File: config.mk
export PLATFORM = sky130hd
export DESIGN_NAME = reg_dump
export DESIGN_NICKNAME = d
export VERILOG_FILES = /design/src/rtl/reg_dump_pkg.sv /design/src/rtl/reg_dump.sv
export SDC_FILE = /design/constraint.sdc
export NUM_CORES = 1
export LEC_CHECK = 0
export CAP_MARGIN = 30
export CELL_PAD_IN_SITES_DETAIL_PLACEMENT = 0
export CELL_PAD_IN_SITES_GLOBAL_PLACEMENT = 2
export CORE_MARGIN = 2
export CORE_UTILIZATION = 30
export CTS_BUF_LIST = sky130_fd_sc_hd__clkbuf_16
export DETAILED_ROUTE_END_ITERATION = 16
export PLACE_DENSITY_LB_ADDON = 0.1
export REMOVE_ABC_BUFFERS = 1
export SETUP_SLACK_MARGIN = 0.02
export SYNTH_ARGS = -nofsm -noshare
export SYNTH_HDL_FRONTEND = slang
export SYNTH_SLANG_ARGS = --single-unit
File: constraint.sdc
create_clock -name Clk -period 1.8 [get_ports Clk]
set_input_delay 0.27 -clock Clk [delete_from_list [all_inputs] [get_ports Clk]]
set_output_delay 0.27 -clock Clk [all_outputs]
set_load 0.02 [all_outputs]
File: src/rtl/reg_dump_pkg.sv
// Shared types and constants for the register-file dump transmitter.
// The frame is one header byte, two bytes per register, and one checksum byte.
package reg_dump_pkg;

    typedef enum logic [2:0] {
        IDLE,
        HDR,
        CAPTURE,
        SEND_HI,
        SEND_LO,
        CSUM,
        DONE
    } state_t;

    localparam logic [7:0] HDR_BYTE = 8'hA5;
    localparam int BYTES_PER_FRAME = 18;

endpackage

File: src/rtl/reg_dump.sv
// Walks the register-file read port 0..NUM_REGS-1 and streams a framed byte dump:
// A5, Rk hi/lo for each register, then the XOR of the data bytes.
module reg_dump
    import reg_dump_pkg::*;
#(
    parameter int NUM_REGS = 8,
    parameter int SEL_W    = 3,
    parameter int DATA_W   = 16
) (
    input  logic              Clk,
    input  logic              Reset,
    input  logic              Start,
    output logic [SEL_W-1:0]  SR_SEL,
    input  logic [DATA_W-1:0] SR_DATA,
    output logic [7:0]        Byte_Out,
    output logic              Byte_Valid,
    input  logic              Byte_Ready,
    output logic              Busy,
    output logic              Done
);

    state_t             state;
    logic [SEL_W-1:0]   index;
    logic [DATA_W-1:0]  shadow;
    logic [7:0]         checksum;
    logic               accept;
    logic               last_reg;

    assign accept   = Byte_Valid & Byte_Ready;
    assign last_reg = (index == SEL_W'(NUM_REGS - 1));

    // The read select idles at zero so nothing downstream sees a stale index.
    assign SR_SEL = (state == IDLE) ? '0 : index;

    // Each register is sampled in its own CAPTURE cycle; the high byte is
    // presented straight from SR_DATA so SEND_HI follows with no bubble.
    always_ff @(posedge Clk) begin
        if (!Reset) begin
            state      <= IDLE;
            index      <= '0;
            shadow     <= '0;
            checksum   <= '0;
            Byte_Out   <= '0;
            Byte_Valid <= 1'b0;
            Busy       <= 1'b0;
            Done       <= 1'b0;
        end else begin
            Done <= 1'b0;
            unique case (state)
                IDLE: begin
                    if (Start) begin
                        state      <= HDR;
                        index      <= '0;
                        checksum   <= '0;
                        Byte_Out   <= HDR_BYTE;
                        Byte_Valid <= 1'b1;
                        Busy       <= 1'b1;
                    end
                end
                HDR: begin
                    if (accept) begin
                        state      <= CAPTURE;
                        Byte_Valid <= 1'b0;
                    end
                end
                CAPTURE: begin
                    shadow     <= SR_DATA;
                    Byte_Out   <= SR_DATA[DATA_W-1:DATA_W-8];
                    Byte_Valid <= 1'b1;
                    state      <= SEND_HI;
                end
                SEND_HI: begin
                    if (accept) begin
                        checksum <= checksum ^ Byte_Out;
                        Byte_Out <= shadow[7:0];
                        state    <= SEND_LO;
                    end
                end
                SEND_LO: begin
                    if (accept) begin
                        checksum <= checksum ^ Byte_Out;
                        if (last_reg) begin
                            // Fold the final data byte in directly; the register updates too late.
                            Byte_Out <= checksum ^ Byte_Out;
                            state    <= CSUM;
                        end else begin
                            index      <= index + 1'b1;
                            Byte_Valid <= 1'b0;
                            state      <= CAPTURE;
                        end
                    end
                end
                CSUM: begin
                    if (accept) begin
                        Byte_Valid <= 1'b0;
                        Byte_Out   <= '0;
                        Done       <= 1'b1;
                        state      <= DONE;
                    end
                end
                DONE: begin
                    Busy  <= 1'b0;
                    state <= IDLE;
                end
                default: begin
                    state <= IDLE;
                end
            endcase
        end
    end

endmodule

======== Word level (Yosys, flattened, before mapping) ========
Cells that the tools add are included.
cells by class
  magnitude comparators ................... 0
  $mul .................................... 0
  multiplexer cells ....................... 28
  divide/modulo/power cells ............... 0
  $add $sub $neg .......................... 1
  shift-type cells ........................ 0
  equal/unequal tests ..................... 16
  bitwise logic cells ..................... 2
  reductions and logical operators ........ 15
operators by type and width
  operator                                                count
  two-way mux 8 bit                                       7
  case mux 8 bit (5 select lines)                         1
  two-way mux 3 bit                                       10
  case mux 3 bit (6 select lines)                         1
  case mux 8 bit (2 select lines)                         1
  inequality test 2 bit (second input constant)           7
  equality test 3 bit (second input constant)             4
  AND reduction 5 bit                                     2
  XOR 8 bit                                               1
  equality test 3 x 2 -> 1 bit (second input constant)    2
  case mux 3 bit (2 select lines)                         1
  AND reduction 6 bit                                     1
  nonzero test 2 bit                                      3
  two-way mux 1 bit                                       5
  nonzero test 5 bit                                      1
  inequality test 2 x 1 -> 1 bit (second input constant)  2
  case mux 1 bit (4 select lines)                         1
  AND reduction 2 bit                                     2
  AND reduction 4 bit                                     1
  nonzero test 4 bit                                      1
  OR reduction 2 bit                                      2
  adder 3 x 1 -> 3 bit (second input constant)            1
  equality test 3 x 1 -> 1 bit (second input constant)    1
  logical NOT 3 bit                                       1
  3 further kinds                                         3
word-level totals
  memory bits (writable) .................. 0
  bits in latches ......................... 0
  ROM bits ................................ 0
  output and inout bits ................... 14
  memories kept ........................... 0
  register bits after elaboration ......... 33

======== Logic depth before layout (Yosys ltp) ========
  depth in word-level cells ............... 4
  depth in mapped cells ................... 7
  mapped depth without buffers ............ 6

======== Least setup slack after synthesis ========
OpenSTA, ideal clock, no wires.
  path type ............................... reg-to-reg
  from .................................... reg Byte_Valid
  to ...................................... reg Byte_Out[1]
  arrival ................................. 1.531 ns
  buffers on the path ..................... 1
  slack ................................... 0.147 ns
  data required time ...................... 1.678 ns
  cell stages (with the launch flop) ...... 6
  setup time .............................. 0.122 ns
  path through ............................ dfxtp_1 -> nand2_1 -> nor3_2 -> or2_2 -> buf_2 -> o22ai_1
on the way
  word-level cells in the longest chain between the ends .. 3
  elaborated cells on any way between the ends .. 5
  those cells by class .................... 3 x eq/ne; 1 x bitwise; 1 x reduce/logical
ends and longest elaborated chain
  item                               line            RTL
  start: declaration                 reg_dump.sv:16  output logic Byte_Valid,
  start signal: assignment           reg_dump.sv:44  Byte_Valid <= 1'b0;
  start signal: assignment           reg_dump.sv:56  Byte_Valid <= 1'b1;
  start signal: assignment           reg_dump.sv:63  Byte_Valid <= 1'b0;
  bitwise AND 1 bit (*)              reg_dump.sv:29  assign accept = Byte_Valid & Byte_Ready;
  inequality test 2 bit (no line)    n/a
  AND reduction 6 bit (no line) (*)  n/a
  end signal: assignment             reg_dump.sv:68  Byte_Out <= SR_DATA[DATA_W-1:DATA_W-8];
  end signal: assignment             reg_dump.sv:75  Byte_Out <= shadow[7:0];
  end signal: assignment             reg_dump.sv:84  Byte_Out <= checksum ^ Byte_Out;
  end: declaration                   reg_dump.sv:15  output logic [7:0] Byte_Out,
Mark *: on every way between the ends. The rest lies on a longest branch, timed or not.
A chain may end at the register's enable or synchronous reset.

======== Final worst setup path ========
  from .................................... reg state[2]
  to ...................................... reg checksum[4]
on the way
  word-level cells in the longest chain between the ends .. 4
  elaborated cells on any way between the ends .. 9
  those cells by class .................... 4 x eq/ne; 1 x mux; 4 x reduce/logical
ends and longest elaborated chain
  item                                                                            line            RTL
  start: declaration                                                              reg_dump.sv:22  state_t state;
  start signal: assignment                                                        reg_dump.sv:39  state <= IDLE;
  start signal: assignment                                                        reg_dump.sv:52  state <= HDR;
  start signal: assignment                                                        reg_dump.sv:62  state <= CAPTURE;
  equality test 3 bit or equality test 3 x 2 -> 1 bit (tied branches)             reg_dump.sv:49  unique case (state)
  OR reduction 2 bit (no line)                                                    n/a
  inequality test 2 x 1 -> 1 bit (no line) or nonzero test 2 bit (tied branches)  n/a
  AND reduction 3 bit (no line)                                                   n/a
  end signal: assignment                                                          reg_dump.sv:74  checksum <= checksum ^ Byte_Out;
  end signal: assignment                                                          reg_dump.sv:81  checksum <= checksum ^ Byte_Out;
  end: declaration                                                                reg_dump.sv:25  logic [7:0] checksum;
Several ways; a longest one is shown, not always the timed one.

==> impl_metrics.ini <==
[min_path]
hold_end = shadow[1]
hold_depth = 2
hold_class = reg -> reg
hp-start = shadow[1]

[clocking]
clkLatencyLatePin_ns = 0.28
clk_path_buf_depth = 2
root_buffer = clkbuf_16
cts_max_level = 2
cts_setup_buffers = 0
cts_tree = built
cts.clk_slew.worst_paths_ns = 0.05
cts_buffers = 5
cts_sinks = 33

[logic_synthesis]
synth_ff_type = dfxtp_1
synth_common_cells = nand2_1 (41), dfxtp_1 (33), a21oi_1 (19)
yosysTopAreaCellShare = 0.3553
yosysTopAreaCell = dfxtp_1
syn_avg_cell_area_sq_um = 8.300
netlist_area_sq_um = 1859
syn_inst = 224
ys_seq_area_frac = 0.3553
ys_top_cells_by_area = dfxtp_1 (36%), nand2_1 (8.3%), a21oi_1 (5.1%), nor2b_1 (5.0%), nor3b_2 (4.0%)
synth-edff-count = 0
synth_seq_cells = 33
yosysWarningCount = 0
synthArstFlopShare = 0
post-synth-top-count-cell = nand2_1
synth_cell_types = 41

[final_layout]
post-route-util = 0.4273
layout-drive-gt1-share = 0.1661
synthToLayoutAreaGrowth_pct = 36.88
nNetsFinal = 299
antenna-diode-count = 0

[global_routing]
grt_pass1_wl_um = 8224
grt_overflow = 0
antenna_found_initial = 0
grt_use_total = 0.1591
first_global_vias = 1727
grt_max_degree = 18

[critical_path]
startpoint_type = flip-flop
critical_path.max_fanout = 8
rr_startpoint = state[2]
cp.required_ns = 2.02
worstRegToRegCells = 4
endpoint_kind = flip-flop
r2r-end = checksum[4]
cp_data_arrival_time_ns = 1.86
reg2reg_slack_ns = 0.16
crit_type = reg -> reg

[power_and_ir_drop]
power.density_nw_per_um2 = 1087
ir_worst_vdd_mv = 0.6054
leakagePower_nw = 0.9941

[timing]
finalSetupViolCount = 0
hold_ws_ns = 0.4542
slew-limit-headroom = 0.7704
fin_crit_ns = 1.641
fin_skew_ns = 0.003485
clock.fmax_mhz = 609.3
finalSetupTns_ns = 0
rsz0062_at_grt = no
hold_viol_final = 0
setup_ws_ns = 0.1587
worst_pin_slew_ns = 0.3436
drv_slew = 0
timing.final.crit_share = 0.9118

[placement]
hpwl_um = 3779
numPortBuffers = 33
pre_cts_ws_ns = -0.1253
gp_congestion = 0.7307

[floorplan]
die_height_um = 82.73
fp-row-count = 28
pin_count = 34
coreArea_sq_um = 5956
die_x_um = 82.73
die_area_sq_um = 6843
initial_core_util = 0.3122

[route]
viasPerCell = 5.040
vias = 1774
drtIter0Drc = 62
drc = 0
first_pass_iters = 4
routed_wl_um = 5101
wl_per_cell_um = 14.49
antenna_left = 0

[status]
status = finished, final reports clean

[run]
max-cap-violations = 0
layout by cell type (no fill, tap or decap), drive strengths merged, types with 8 or more instances in the layout:
| cell type | instances |
|---|---|
| nor3b | 8 |
| dfxtp | 33 |
| clkdlybuf4s50 | 30 |
| nand2b | 10 |
| o22ai | 12 |
| nor2 | 9 |
| buf | 24 |
| nand2 | 41 |
| nor2b | 15 |
| a21oi | 20 |
| o21ai | 8 |
flip-flops by register name (all words and copies together), names as in the netlist:
signal and count:
shadow 8, index 3, Byte_Out 8, checksum 8, Done 1, Byte_Valid 1
state 3, Busy 1
kinds of logic after synthesis:
family	Yosys count	synth area share
buffers and inverters	15	0.03903
AND/OR/NAND/NOR	96	0.2833
adder cells (fa/ha/maj)	3	0.02019
flip-flops	33	0.3553
multiplexers	1	0.005384
XOR/XNOR	8	0.03768
AO/OA/AOI/OAI	68	0.2591
power breakdown:
part | internal, mW | switching [mW] | leakage, nW | total [mW]
registers | 0.825 | 0.123 | 0.269 | 0.949
clock network | 0.497 | 0.301 | 0.0776 | 0.798
logic | 0.482 | 0.538 | 0.647 | 1.02
total | 1.80 | 0.962 | 0.994 | 2.77
what timing repair did:
action | 4_1_cts | 5_1_grt
resized for setup | 6 | 1
setup endpoints to repair | 5 | 1
hold endpoints to repair | 0 | 0
hold buffers | 0 | 0
layer usage:
metal / GRT usage / part of all wire
met4: 0.04754 / 0.014
met5: 0 / 0
met3: 0.03261 / 0.037
met1: 0.2020 / 0.48
met2: 0.2710 / 0.47
critical path, cell delays in order (launching register included):
cell and delay [ns]:
dfxtp_2 0.42, or3b_1 0.44, a211o_4 0.42, nor3b_2 0.19
a221o_1 0.12
cell type report:
| type | instances | area (sq um) |
|---|---|---|
| Fill cell | 650 | 3411 |
| Multi-Input combinational cell | 176 | 1134 |
| Sequential cell | 33 | 663.1 |
| Timing Repair Buffer | 57 | 506.7 |
| Clock buffer | 5 | 125.1 |
| Tap cell | 75 | 93.84 |
| Clock inverter | 3 | 11.26 |
| Inverter | 3 | 11.26 |
worst max path at each step:
stage                             end  cells past startpoint  startpoint
after floorplan           checksum[1]                      4    state[2]
after global placement    checksum[4]                      5  Byte_Ready
after detailed placement  checksum[3]                      5  Byte_Ready
after CTS                   shadow[2]                      6    state[2]
after global routing      checksum[1]                      4    state[2]
final                     checksum[4]                      4    state[2]
stage by stage:
stage / power (mW) / instances / area, sq um
finish: 2.766 / 352 / 2545
global route: 2.929 / 352 / 2545
CTS: 2.791 / 352 / 2542
detailed placement: 1.969 / 344 / 2402
global placement: 1.983 / 344 / 2402
floorplan: 1.500 / 212 / 1798
Note: power is estimated with default switching activity, not from simulation.
